$ cat src/rtl/noc_inport_requester.sv
// Input-port front end of a NoC router: a flit FIFO followed by a packet
// framer that requests the crossbar from the port arbiter and streams the
// buffered packet out while the grant is held.
//
// state  | meaning
// -------+-------------------------------------------------------------
// IDLE   | no packet owned; orphan flits at the head are discarded
// REQ    | header at head, req raised, waiting for (re)grant
// XFER   | grant held, head flits streamed to the crossbar
module noc_inport_requester #(
  parameter int DATA_W = 32,
  parameter int DEPTH  = 8,
  parameter int AW     = 3
) (
  input  logic              clk,
  input  logic              rst,
  input  logic              in_valid,
  output logic              in_ready,
  input  logic [DATA_W-1:0] in_data,
  input  logic [2:0]        in_flit_id,
  input  logic [11:0]       in_length,
  input  logic              grant,
  output logic              req,
  output logic [2:0]        flit_id,
  output logic [11:0]       length,
  output logic              out_valid,
  output logic [DATA_W-1:0] out_data,
  input  logic              out_ready,
  output logic [7:0]        drop_cnt
);

  localparam logic [1:0] ST_IDLE = 2'd0;
  localparam logic [1:0] ST_REQ  = 2'd1;
  localparam logic [1:0] ST_XFER = 2'd2;

  localparam logic [2:0] ID_HEAD = 3'b001;
  localparam logic [2:0] ID_TAIL = 3'b100;

  localparam logic [AW:0] CNT_FULL = (AW+1)'(DEPTH);

  logic [DATA_W-1:0] mem_data [DEPTH];
  logic [2:0]        mem_id   [DEPTH];
  logic [11:0]       mem_len  [DEPTH];

  logic [AW-1:0] wr_ptr;
  logic [AW-1:0] rd_ptr;
  logic [AW:0]   count;

  logic [1:0]  state;
  logic [1:0]  state_nxt;
  logic        full;
  logic        empty;
  logic        push;
  logic        pop;
  logic        drop_inc;
  logic        len_load;
  logic [2:0]  head_id;
  logic [11:0] head_len;

  assign full     = (count == CNT_FULL);
  assign empty    = (count == '0);
  // Gated by rst so upstream sees back-pressure for the whole reset period.
  assign in_ready = rst & ~full;
  assign push     = in_valid & in_ready;

  assign head_id  = mem_id[rd_ptr];
  assign head_len = mem_len[rd_ptr];
  assign flit_id  = empty ? 3'b000 : head_id;
  assign out_data = mem_data[rd_ptr];

  // Grant loss must silence the crossbar in the same cycle, hence combinational.
  assign out_valid = (state == ST_XFER) & grant & ~empty;

  // Storage array: written on push only, contents need no reset.
  always_ff @(posedge clk) begin
    if (push) begin
      mem_data[wr_ptr] <= in_data;
      mem_id[wr_ptr]   <= in_flit_id;
      mem_len[wr_ptr]  <= in_length;
    end
  end

  // FIFO pointers and occupancy.
  always_ff @(posedge clk or negedge rst) begin
    if (!rst) begin
      wr_ptr <= '0;
      rd_ptr <= '0;
      count  <= '0;
    end else begin
      if (push) wr_ptr <= wr_ptr + 1'b1;
      if (pop)  rd_ptr <= rd_ptr + 1'b1;
      case ({push, pop})
        2'b10:   count <= count + 1'b1;
        2'b01:   count <= count - 1'b1;
        default: count <= count;
      endcase
    end
  end

  // Next-state, pop, drop and length-capture decisions.
  always_comb begin
    state_nxt = state;
    pop       = 1'b0;
    drop_inc  = 1'b0;
    len_load  = 1'b0;
    case (state)
      ST_IDLE: begin
        if (!empty) begin
          if (head_id == ID_HEAD) begin
            len_load  = 1'b1;
            state_nxt = ST_REQ;
          end else begin
            pop      = 1'b1;
            drop_inc = 1'b1;
          end
        end
      end
      ST_REQ: begin
        if (grant) state_nxt = ST_XFER;
      end
      ST_XFER: begin
        if (!grant) begin
          state_nxt = ST_REQ;
        end else if (out_valid && out_ready) begin
          pop = 1'b1;
          if (head_id == ID_TAIL) begin
            state_nxt = ST_IDLE;
          end else if (head_id == ID_HEAD) begin
            // A header arriving without a preceding tail closes the old
            // packet and opens a new one under the same grant.
            len_load = 1'b1;
          end
        end
      end
      default: state_nxt = ST_IDLE;
    endcase
  end

  // State, registered request, latched length and drop counter.
  always_ff @(posedge clk or negedge rst) begin
    if (!rst) begin
      state    <= ST_IDLE;
      req      <= 1'b0;
      length   <= '0;
      drop_cnt <= '0;
    end else begin
      state <= state_nxt;
      req   <= (state_nxt != ST_IDLE);
      if (len_load) length <= head_len;
      if (drop_inc && (drop_cnt != 8'hFF)) drop_cnt <= drop_cnt + 8'd1;
    end
  end

endmodule

$ cat config.mk
export PLATFORM = sky130hd
export DESIGN_NAME = noc_inport_requester
export DESIGN_NICKNAME = d
export VERILOG_FILES = /design/src/rtl/noc_inport_requester.sv
export SDC_FILE = /design/constraint.sdc
export NUM_CORES = 1
export LEC_CHECK = 0
export CAP_MARGIN = 0
export CELL_PAD_IN_SITES_DETAIL_PLACEMENT = 0
export CELL_PAD_IN_SITES_GLOBAL_PLACEMENT = 1
export CORE_ASPECT_RATIO = 0.6
export CORE_MARGIN = 2
export CORE_UTILIZATION = 52
export CTS_CLUSTER_SIZE = 10
export DETAILED_ROUTE_END_ITERATION = 16
export GPL_ROUTABILITY_DRIVEN = 0
export PLACE_DENSITY = 0.84
export SETUP_SLACK_MARGIN = 0.2
export SLEW_MARGIN = 20
export SYNTH_ARGS = -nofsm -noshare
export SYNTH_HDL_FRONTEND = slang
export SYNTH_SLANG_ARGS = --single-unit
$ cat constraint.sdc
create_clock -name clk -period 5.8 [get_ports clk]
set_input_delay 1.16 -clock clk [delete_from_list [all_inputs] [get_ports clk]]
set_output_delay 1.16 -clock clk [all_outputs]
set_load 0.005 [all_outputs]
==> After elaboration in Yosys (flattened, before gate mapping) <==
Memory sizes are Yosys's and may differ from the RTL's. A register that Yosys moved wholly into a read port is not among the register bits.
Index checks and enable logic that the tools add are counted.
{ "totals": {"reg_bits": 21, "latch_bits": 0, "ram_bits": 376, "romBits": 0, "input_bits": 52, "out_inout_bits": 58, "wordCells": 58, "n_memories": 3} }
{ "op_classes": {"addsub": 5, "n_mul": 0, "div": 0, "n_lt_le_gt_ge": 0, "eq_ne": 8, "shift": 0, "mux": 23, "bitwise_logic": 6, "reduce_logical": 7} }
{ "mem_list": {"columns": ["memory", "depth", "word_bits", "read_ports", "rd_clocked_by_memory_dff", "wr", "line", "source"], "rows": [
  ["mem_data", 8, 32, 1, 0, 1, "41", "logic [DATA_W-1:0] mem_data [DEPTH];"],
  ["mem_len", 8, 12, 1, 1, 1, "43", "logic [11:0] mem_len [DEPTH];"],
  ["mem_id", 8, 3, 1, 0, 1, "42", "logic [2:0] mem_id [DEPTH];"]
]} }
{ "op_table": {"columns": ["cell", "count"], "rows": [
  ["$mux W1", 12],
  ["$mux W2", 6],
  ["$add A8 B1 Y8 const B", 1],
  ["$ne A8 B8 Y1 const B", 1],
  ["$pmux W4 S2", 1],
  ["$add A3 B1 Y3 const B", 2],
  ["$pmux W2 S3", 1],
  ["$add A4 B1 Y4 const B", 1],
  ["$and A1 B1 Y1", 4],
  ["$eq A2 B1 Y1 const B", 2],
  ["$eq A2 B2 Y1 const B", 2],
  ["$eq A4 B4 Y1 const B", 1],
  ["$logic_not A4 Y1", 1],
  ["$pmux W1 S2", 2],
  ["$reduce_bool A2 Y1", 2],
  ["$sub A4 B1 Y4 const B", 1],
  ["$eq A3 B1 Y1 const B", 1],
  ["$eq A3 B3 Y1 const B", 1],
  ["$mux W3", 1],
  ["$logic_and A1 B1 Y1", 2],
  ["$logic_not A2 Y1", 1],
  ["$not A1 Y1", 2],
  ["$logic_not A1 Y1", 1]
]} }

==> Longest topological paths before layout <==
Gate-level depths: netlist of run 1.
{ "depth": {"word_depth": 9, "depth_mapped": 14} }

==> Worst setup path before layout of run 1 <==
No wires, ideal clock.
{ "synth_timing": {"kind": "input port to flip-flop", "start": "input port rst", "end": "memory mem_data[0][0] (enable)", "setup_ns": 0.510, "arrival_ns": 4.979, "required_time_ns": 5.290, "slack_ns": 0.311, "cell_stages": 4, "path_cell_list": "a21boi_0 -> and2_1 -> nand2b_1 -> nor3_1"} }
{ "synth_between": {"elab_chain_len": 4} }
{ "synth_rtl": {"columns": ["item", "line", "source"], "rows": [
  ["from (decl)", "16", "input logic rst,"],
  ["$and A1 B1 Y1", "63", "assign in_ready = rst & ~full;"],
  ["$and A1 B1 Y1", "64", "assign push = in_valid & in_ready;"],
  ["$mux W1", "76", "if (push) begin"],
  ["$mux W1 (not written as such)", "77", "mem_data[wr_ptr] <= in_data;"],
  ["to (decl)", "41", null]
]} }
Every way passes these cells.

==> Worst setup path in the final report of run 1 <==
{ "layout_timing": {"start": "register rd_ptr[0]", "end": "output port out_data[3]"} }
{ "layout_between": {"elab_chain_len": 1} }
{ "layout_rtl": {"columns": ["item", "line", "source"], "rows": [
  ["from (decl)", "46", "logic [AW-1:0] rd_ptr;"],
  ["from (signal assigned)", "91", "if (pop) rd_ptr <= rd_ptr + 1'b1;"],
  ["$mem_v2 Z8 W32", null, null],
  ["to (decl)", "27", "output logic [DATA_W-1:0] out_data,"]
]} }
Every way passes these cells.

==> results of run 1 <==
-- through the flow --
step / area [µm²] / utilization (%) / hold WS [ps] / power, W / worst slack, ps
floorplan: 15800 / - / 459 / 0.00560 / 311
global placement: 17400 / 58.3 / 487 / 0.00665 / 1810
detailed placement: 17400 / 58.3 / 491 / 0.00667 / 1770
CTS: 18700 / 62.5 / 500 / 0.00916 / 1240
global route: 18700 / 62.5 / 523 / 0.00949 / 1120
finish: 18700 / 62.5 / 498 / 0.00905 / 1350
-- Yosys cell counts, types with 2 or more instances --
library cell	count
mux2_2	35
and3_1	2
nor3_1	5
nand2_1	12
ha_1	6
nand2b_1	4
nor2b_1	2
nor2_2	9
buf_6	4
or3_1	2
inv_1	5
nand4_1	3
clkbuf_1	7
dfrtp_1	33
buf_2	12
a21oi_2	8
mux4_2	93
buf_1	8
nand3_1	8
xnor2_1	12
nor2_1	19
a21oi_1	5
xor2_1	4
mux2i_1	14
edfxtp_1	376
-- metal layers --
| metal | track usage, % | up-vias |
|---|---|---|
| met5 | 0 | - |
| met4 | 5.33 | 0 |
| met3 | 3.76 | 44 |
| met2 | 30.2 | 279 |
| met1 | 29.5 | 3818 |
| li1 | - | 3195 |
-- power groups by stage --
stage | Sequential, W | Clock, W | Combinational (W)
after floorplan | 0.00372 | 0 | 0.00188
after global placement | 0.00399 | 0 | 0.00266
after detailed placement | 0.00399 | 0 | 0.00268
after CTS | 0.00394 | 0.00253 | 0.00270
after global routing | 0.00399 | 0.00265 | 0.00285
final | 0.00393 | 0.00248 | 0.00265
-- area by class of cell --
class,count,area share [%]
sequential,409,65.0
multi-input combinational,260,18.9
timing repair buffer,129,6.69
clock buffer,64,6.53
tap,408,2.74
inverter,5,0.101
clock inverter,1,0.0872
-- worst min path at each step --
stage | from | to | slack (ps) | cells after the start
after floorplan | count[3]$_DFFE_PN0P_ | count[3]$_DFFE_PN0P_ | 460 | 1
after global placement | drop_cnt[6]$_DFFE_PN0P_ | drop_cnt[6]$_DFFE_PN0P_ | 490 | 1
after detailed placement | drop_cnt[7]$_DFFE_PN0P_ | drop_cnt[7]$_DFFE_PN0P_ | 490 | 1
after CTS | drop_cnt[6]$_DFFE_PN0P_ | drop_cnt[6]$_DFFE_PN0P_ | 500 | 1
after global routing | drop_cnt[6]$_DFFE_PN0P_ | drop_cnt[6]$_DFFE_PN0P_ | 520 | 1
final | drop_cnt[7]$_DFFE_PN0P_ | drop_cnt[7]$_DFFE_PN0P_ | 500 | 1
-- state kept, by name (all words and copies together) (netlist names) --
signal    count
count         4
drop_cnt      8
length       12
mem_data    256
mem_id       24
mem_len      96
rd_ptr        3
req           1
state         2
wr_ptr        3
-- worst max-delay path, stage by stage (launching register included) --
cell and delay [ps]:
dfrtp_4 1030, buf_4 430, mux4_2 550, mux2_2 280
clkdlybuf4s50_1 450
-- cells by family (layout without fill, tap and decap cells) --
kind of cell / count (synthesis) / count (layout) / share of synthesized area [%]
buffers and inverters: 36 / 199 / 1.14
flip-flops: 409 / 409 / 76.9
multiplexers: 146 / 146 / 17.2
AO/OA/AOI/OAI: 20 / 20 / 1.08
adder cells (fa/ha/maj): 6 / 6 / 0.477
AND/OR/NAND/NOR: 72 / 72 / 2.33
XOR/XNOR: 16 / 16 / 0.889
==> impl_metrics.json, run 1 <==
{
  "r2r-start": "rd_ptr[1]$_DFFE_PN0P_",
  "antenna_diode_instance_count": 0,
  "rr_worst_depth": 12,
  "met2WireLength_um": 14200,
  "m1WireLength_um": 13300,
  "postSynthAreaPerCell_um2": 22.3,
  "unique_cell_type_count_in_the_yosys_netlist": 42,
  "critPathLaunchType": "flip-flop",
  "design.portCount": 110,
  "critPathRequiredTime_ps": 4640,
  "die_w_um": 229,
  "path_max_fanout": 44,
  "post_cts.resized_instances": 0,
  "core_outline_area_um2": 29900,
  "num-fill-cells": 1989,
  "worstMarginPinSlew_ps": 949,
  "number_of_cts_inserted_buffers": 46,
  "drt_pass1_iterations": 4,
  "cts_num_sinks": 409,
  "vias": 7336,
  "power_frac_comb_pct": 29.2,
  "endpoint": "out_data[3]",
  "ys_top_cells_by_area": "edfxtp_1, mux4_2, dfrtp_1, mux2_2, mux2i_1",
  "cts_tree": "yes",
  "ys_seq_elements": 409,
  "grt_antenna_before_repair": 0,
  "placed_cells_incl_taps": 1211,
  "period_needed_ps": 4450,
  "status": "finished clean",
  "endpoint_kind": "output pin",
  "synth_cells": 705,
  "cap_viol_max_count": 0,
  "rsz0062_at_grt": "false",
  "proportion_of_layout_cells_with_a_drive_suffix_above_1_pct": 26.6,
  "multi_input_area_um2": 3520,
  "die_area_um2": 31800,
  "avgViaCountPerCell": 5.75,
  "timing.slew.headroom_pct": 36.7,
  "buffer_depth_of_the_longest_clock_path": 3,
  "hpwl_um": 17600,
  "hold_fails_final_rpt": 0,
  "wl_met3_um": 2130,
  "crit_arrival_ps": 3290,
  "clock.fmax_ghz": 0.225,
  "layout.nets": 909,
  "cts.htree.levels": 2,
  "power.density_cell_area_nw_per_um2": 485,
  "row_count": 49,
  "synth_nets": 763,
  "ir_worst_vdd_mv": 0.254,
  "synthDominantCellAreaShare_pct": 71.7,
  "clock_transition_at_the_registers_of_the_reported_paths_ps": 60,
  "grt_remaining_overflow": 0,
  "syn-cell-area_um2": 15800,
  "grt.total_usage_pct": 19.7,
  "grt_start_max_net_pins": 64,
  "synth_flop_cell": "edfxtp_1",
  "maxSlewViolCount": 0,
  "final_cell_mix": "edfxtp_1, clkdlybuf4s50_1, mux4_2",
  "totalNegativeSetupSlack_ps": 0,
  "finalCritPeriodShare_pct": 76.7,
  "synth-warning-count": 0,
  "highest-signal-layer": "met4",
  "holdCritPathClass": "flip-flop to flip-flop",
  "synth.yosys.seq_area_share_pct": 76.9,
  "ff_latch_area_um2": 12100,
  "critical_path_launch_point": "rd_ptr[0]$_DFFE_PN0P_",
  "clock_latency_ps": 550,
  "cts_setup_buffers": 0,
  "intPower_w": 0.00655,
  "cts_hold_buf": 0,
  "final_cells": 1276,
  "timing.clock.skew_ps": 18.9,
  "timing.setup.critical_path_class": "flip-flop to output pin",
  "post-synth-top-area-cell": "edfxtp_1",
  "rrSetupSlack_ps": 1950,
  "finish_stage_setup_viols": 0,
  "syn2layout_area_growth_pct": 18.4,
  "floorplan.initialDensity_pct": 52.8,
  "layout.cells.most_common": "edfxtp_1",
  "cts-root-buf": "clkbuf_16",
  "switchingPower_w": 0.00250,
  "drcViolationCount": 0,
  "p_seq_share_pct": 43.4,
  "vias_in_the_first_global_route": 7720,
  "r2r_end": "count[2]$_DFFE_PN0P_",
  "relative_contribution_of_the_clock_network_to_total_power_pct": 27.4,
  "grt_first_pass_wirelength_um": 46900,
  "drt_iter0_drc": 574,
  "post_synth_edffs": 376,
  "static-leakage-power_nw": 6.03,
  "power.switching_fraction_pct": 27.6,
  "portBuffers": 109,
  "async_flop_share_pct": 8.07,
  "postRouteWirelength_um": 30100,
  "wl_per_cell_um": 23.6,
  "dieHeight_um": 139,
  "ant_nets": 0
}
Note: power is estimated with default switching activity, not from simulation.
==> run 2, diff against run 1 <==
==> constraint.sdc (replaced) <==
create_clock -name clk -period 4.5 [get_ports clk]
set_input_delay 0.9 -clock clk [delete_from_list [all_inputs] [get_ports clk]]
set_output_delay 0.9 -clock clk [all_outputs]
set_load 0.005 [all_outputs]
==> impl_metrics.json, run 2 (same netlist as run 1, synthesis figures left out) <==
{
  "vias_in_the_first_global_route": 7625,
  "drt_iter0_drc": 572,
  "post_cts.resized_instances": 0,
  "floorplan.initialDensity_pct": 52.8,
  "hpwl_um": 16800,
  "totalNegativeSetupSlack_ps": 0,
  "number_of_cts_inserted_buffers": 46,
  "timing.clock.skew_ps": 12.6,
  "timing.setup.critical_path_class": "flip-flop to output pin",
  "timing.slew.headroom_pct": 45.2,
  "clock_transition_at_the_registers_of_the_reported_paths_ps": 60,
  "layout.nets": 911,
  "finalCritPeriodShare_pct": 86.7,
  "die_w_um": 229,
  "wl_met3_um": 1720,
  "clock_latency_ps": 550,
  "row_count": 49,
  "static-leakage-power_nw": 6.07,
  "grt.total_usage_pct": 19.9,
  "die_area_um2": 31800,
  "r2r_end": "count[2]$_DFFE_PN0P_",
  "finish_stage_setup_viols": 0,
  "met2WireLength_um": 14700,
  "dieHeight_um": 139,
  "cts_num_sinks": 409,
  "r2r-start": "rd_ptr[1]$_DFFE_PN0P_",
  "grt_antenna_before_repair": 2,
  "critPathLaunchType": "flip-flop",
  "final_core_util_pct": 63.0,
  "rr_worst_depth": 12,
  "final_cell_mix": "edfxtp_1, clkdlybuf4s50_1, mux4_2",
  "holdCritPathClass": "input port to async pin",
  "syn2layout_area_growth_pct": 19.4,
  "avgViaCountPerCell": 5.64,
  "path_max_fanout": 36,
  "maxSlewViolCount": 0,
  "placed_cells_incl_taps": 1213,
  "drt_pass1_iterations": 4,
  "core_outline_area_um2": 29900,
  "rrSetupSlack_ps": 1080,
  "cap_viol_max_count": 0,
  "totalPowerFinal_w": 0.0118,
  "endpoint_kind": "output pin",
  "cts_hold_buf": 0,
  "period_needed_ps": 3900,
  "cts_setup_buffers": 0,
  "wl_per_cell_um": 23.8,
  "postRouteWirelength_um": 30700,
  "rsz0062_at_grt": "false",
  "cts-root-buf": "clkbuf_16",
  "max_flop_register": "mem_data",
  "crit_arrival_ps": 3000,
  "grt_remaining_overflow": 0,
  "cts_tree": "yes",
  "proportion_of_layout_cells_with_a_drive_suffix_above_1_pct": 26.5,
  "num-fill-cells": 2045,
  "largest_registers": "mem_data: 256 flops, mem_len: 96 flops, mem_id: 24 flops",
  "buffer_depth_of_the_longest_clock_path": 3,
  "critPathRequiredTime_ps": 3600,
  "layout.cells.most_common": "edfxtp_1",
  "highest-signal-layer": "met5",
  "grt_start_max_net_pins": 46,
  "status": "finished clean",
  "vias": 7264,
  "power.density_cell_area_nw_per_um2": 626,
  "cts.htree.levels": 2,
  "grt_first_pass_wirelength_um": 46900,
  "final_cells": 1289,
  "ir_worst_vdd_mv": 0.401,
  "design.portCount": 110,
  "drcViolationCount": 0,
  "m1WireLength_um": 13800,
  "worstMarginPinSlew_ps": 822,
  "largest_register_ff_count": 256,
  "clock.fmax_ghz": 0.256,
  "portBuffers": 109,
  "ant_nets": 0,
  "hold_fails_final_rpt": 0
}
-- run 2: cell count changes in the layout (fill, tap and decap cells not counted) --
cell / delta
buf_12: +6
buf_4: -4
clkbuf_1: +9
clkbuf_16: +1
clkinv_8: -1
diode_2: +1
inv_6: +1
nor3_2: -2
nor3_4: +2
nor4_1: +1
nor4_2: -1
-- run 2: where the power goes --
group | switching [W] | leakage [nW] | total (W) | internal [W]
combinational | 0.00154 | 1.68 | 0.00359 | 0.00205
clock | 0.00134 | 0.616 | 0.00326 | 0.00192
sequential | 0.000357 | 3.78 | 0.00492 | 0.00456
-- run 2: layout make-up --
| cell class | count | area, µm² | share of cell area [%] |
|---|---|---|---|
| antenna | 1 | 2.50 | 0.0133 |
| multi-input combinational | 260 | 3520 | 18.7 |
| clock buffer | 74 | 1280 | 6.79 |
| timing repair buffer | 131 | 1340 | 7.12 |
| clock inverter | 1 | 8.76 | 0.0466 |
| tap | 408 | 510 | 2.71 |
| sequential | 409 | 12100 | 64.5 |
| inverter | 5 | 18.8 | 0.0998 |
-- run 2: metal layers --
metal	vias up	track usage (%)
met2	181	31.1
li1	3219	-
met3	40	4.38
met5	-	0
met1	3822	29.0
met4	2	5.50
-- run 2: metrics by stage --
stage | setup WS, ps | hold WS [ps] | area [µm²]
2_1_floorplan | 531 | 459 | 15800
3_3_place_gp | 1070 | 486 | 17500
3_5_place_dp | 1030 | 488 | 17500
4_1_cts | 536 | 409 | 18800
5_1_grt | 486 | 446 | 18800
6_report | 597 | 416 | 18800
-- run 2: critical path, stage by stage (launching register included) --
cell and delay (ps):
dfrtp_4 710, buf_4 550, mux4_2 420, mux2_2 290, clkdlybuf4s50_1 450
-- run 2: worst max-delay path by stage --
| stage | slack, ps | startpoint | end | cells past startpoint |
|---|---|---|---|---|
| finish | 600 | rd_ptr[1]$_DFFE_PN0P_ | out_data[2] | 4 |
| global route | 490 | rd_ptr[1]$_DFFE_PN0P_ | out_data[6] | 4 |
| CTS | 540 | rd_ptr[1]$_DFFE_PN0P_ | out_data[2] | 4 |
| detailed placement | 1030 | rd_ptr[1]$_DFFE_PN0P_ | count[2]$_DFFE_PN0P_ | 12 |
| global placement | 1070 | rd_ptr[1]$_DFFE_PN0P_ | count[2]$_DFFE_PN0P_ | 12 |
| floorplan | 530 | rst | mem_data[6][0]$_DFFE_PP_ | 4 |
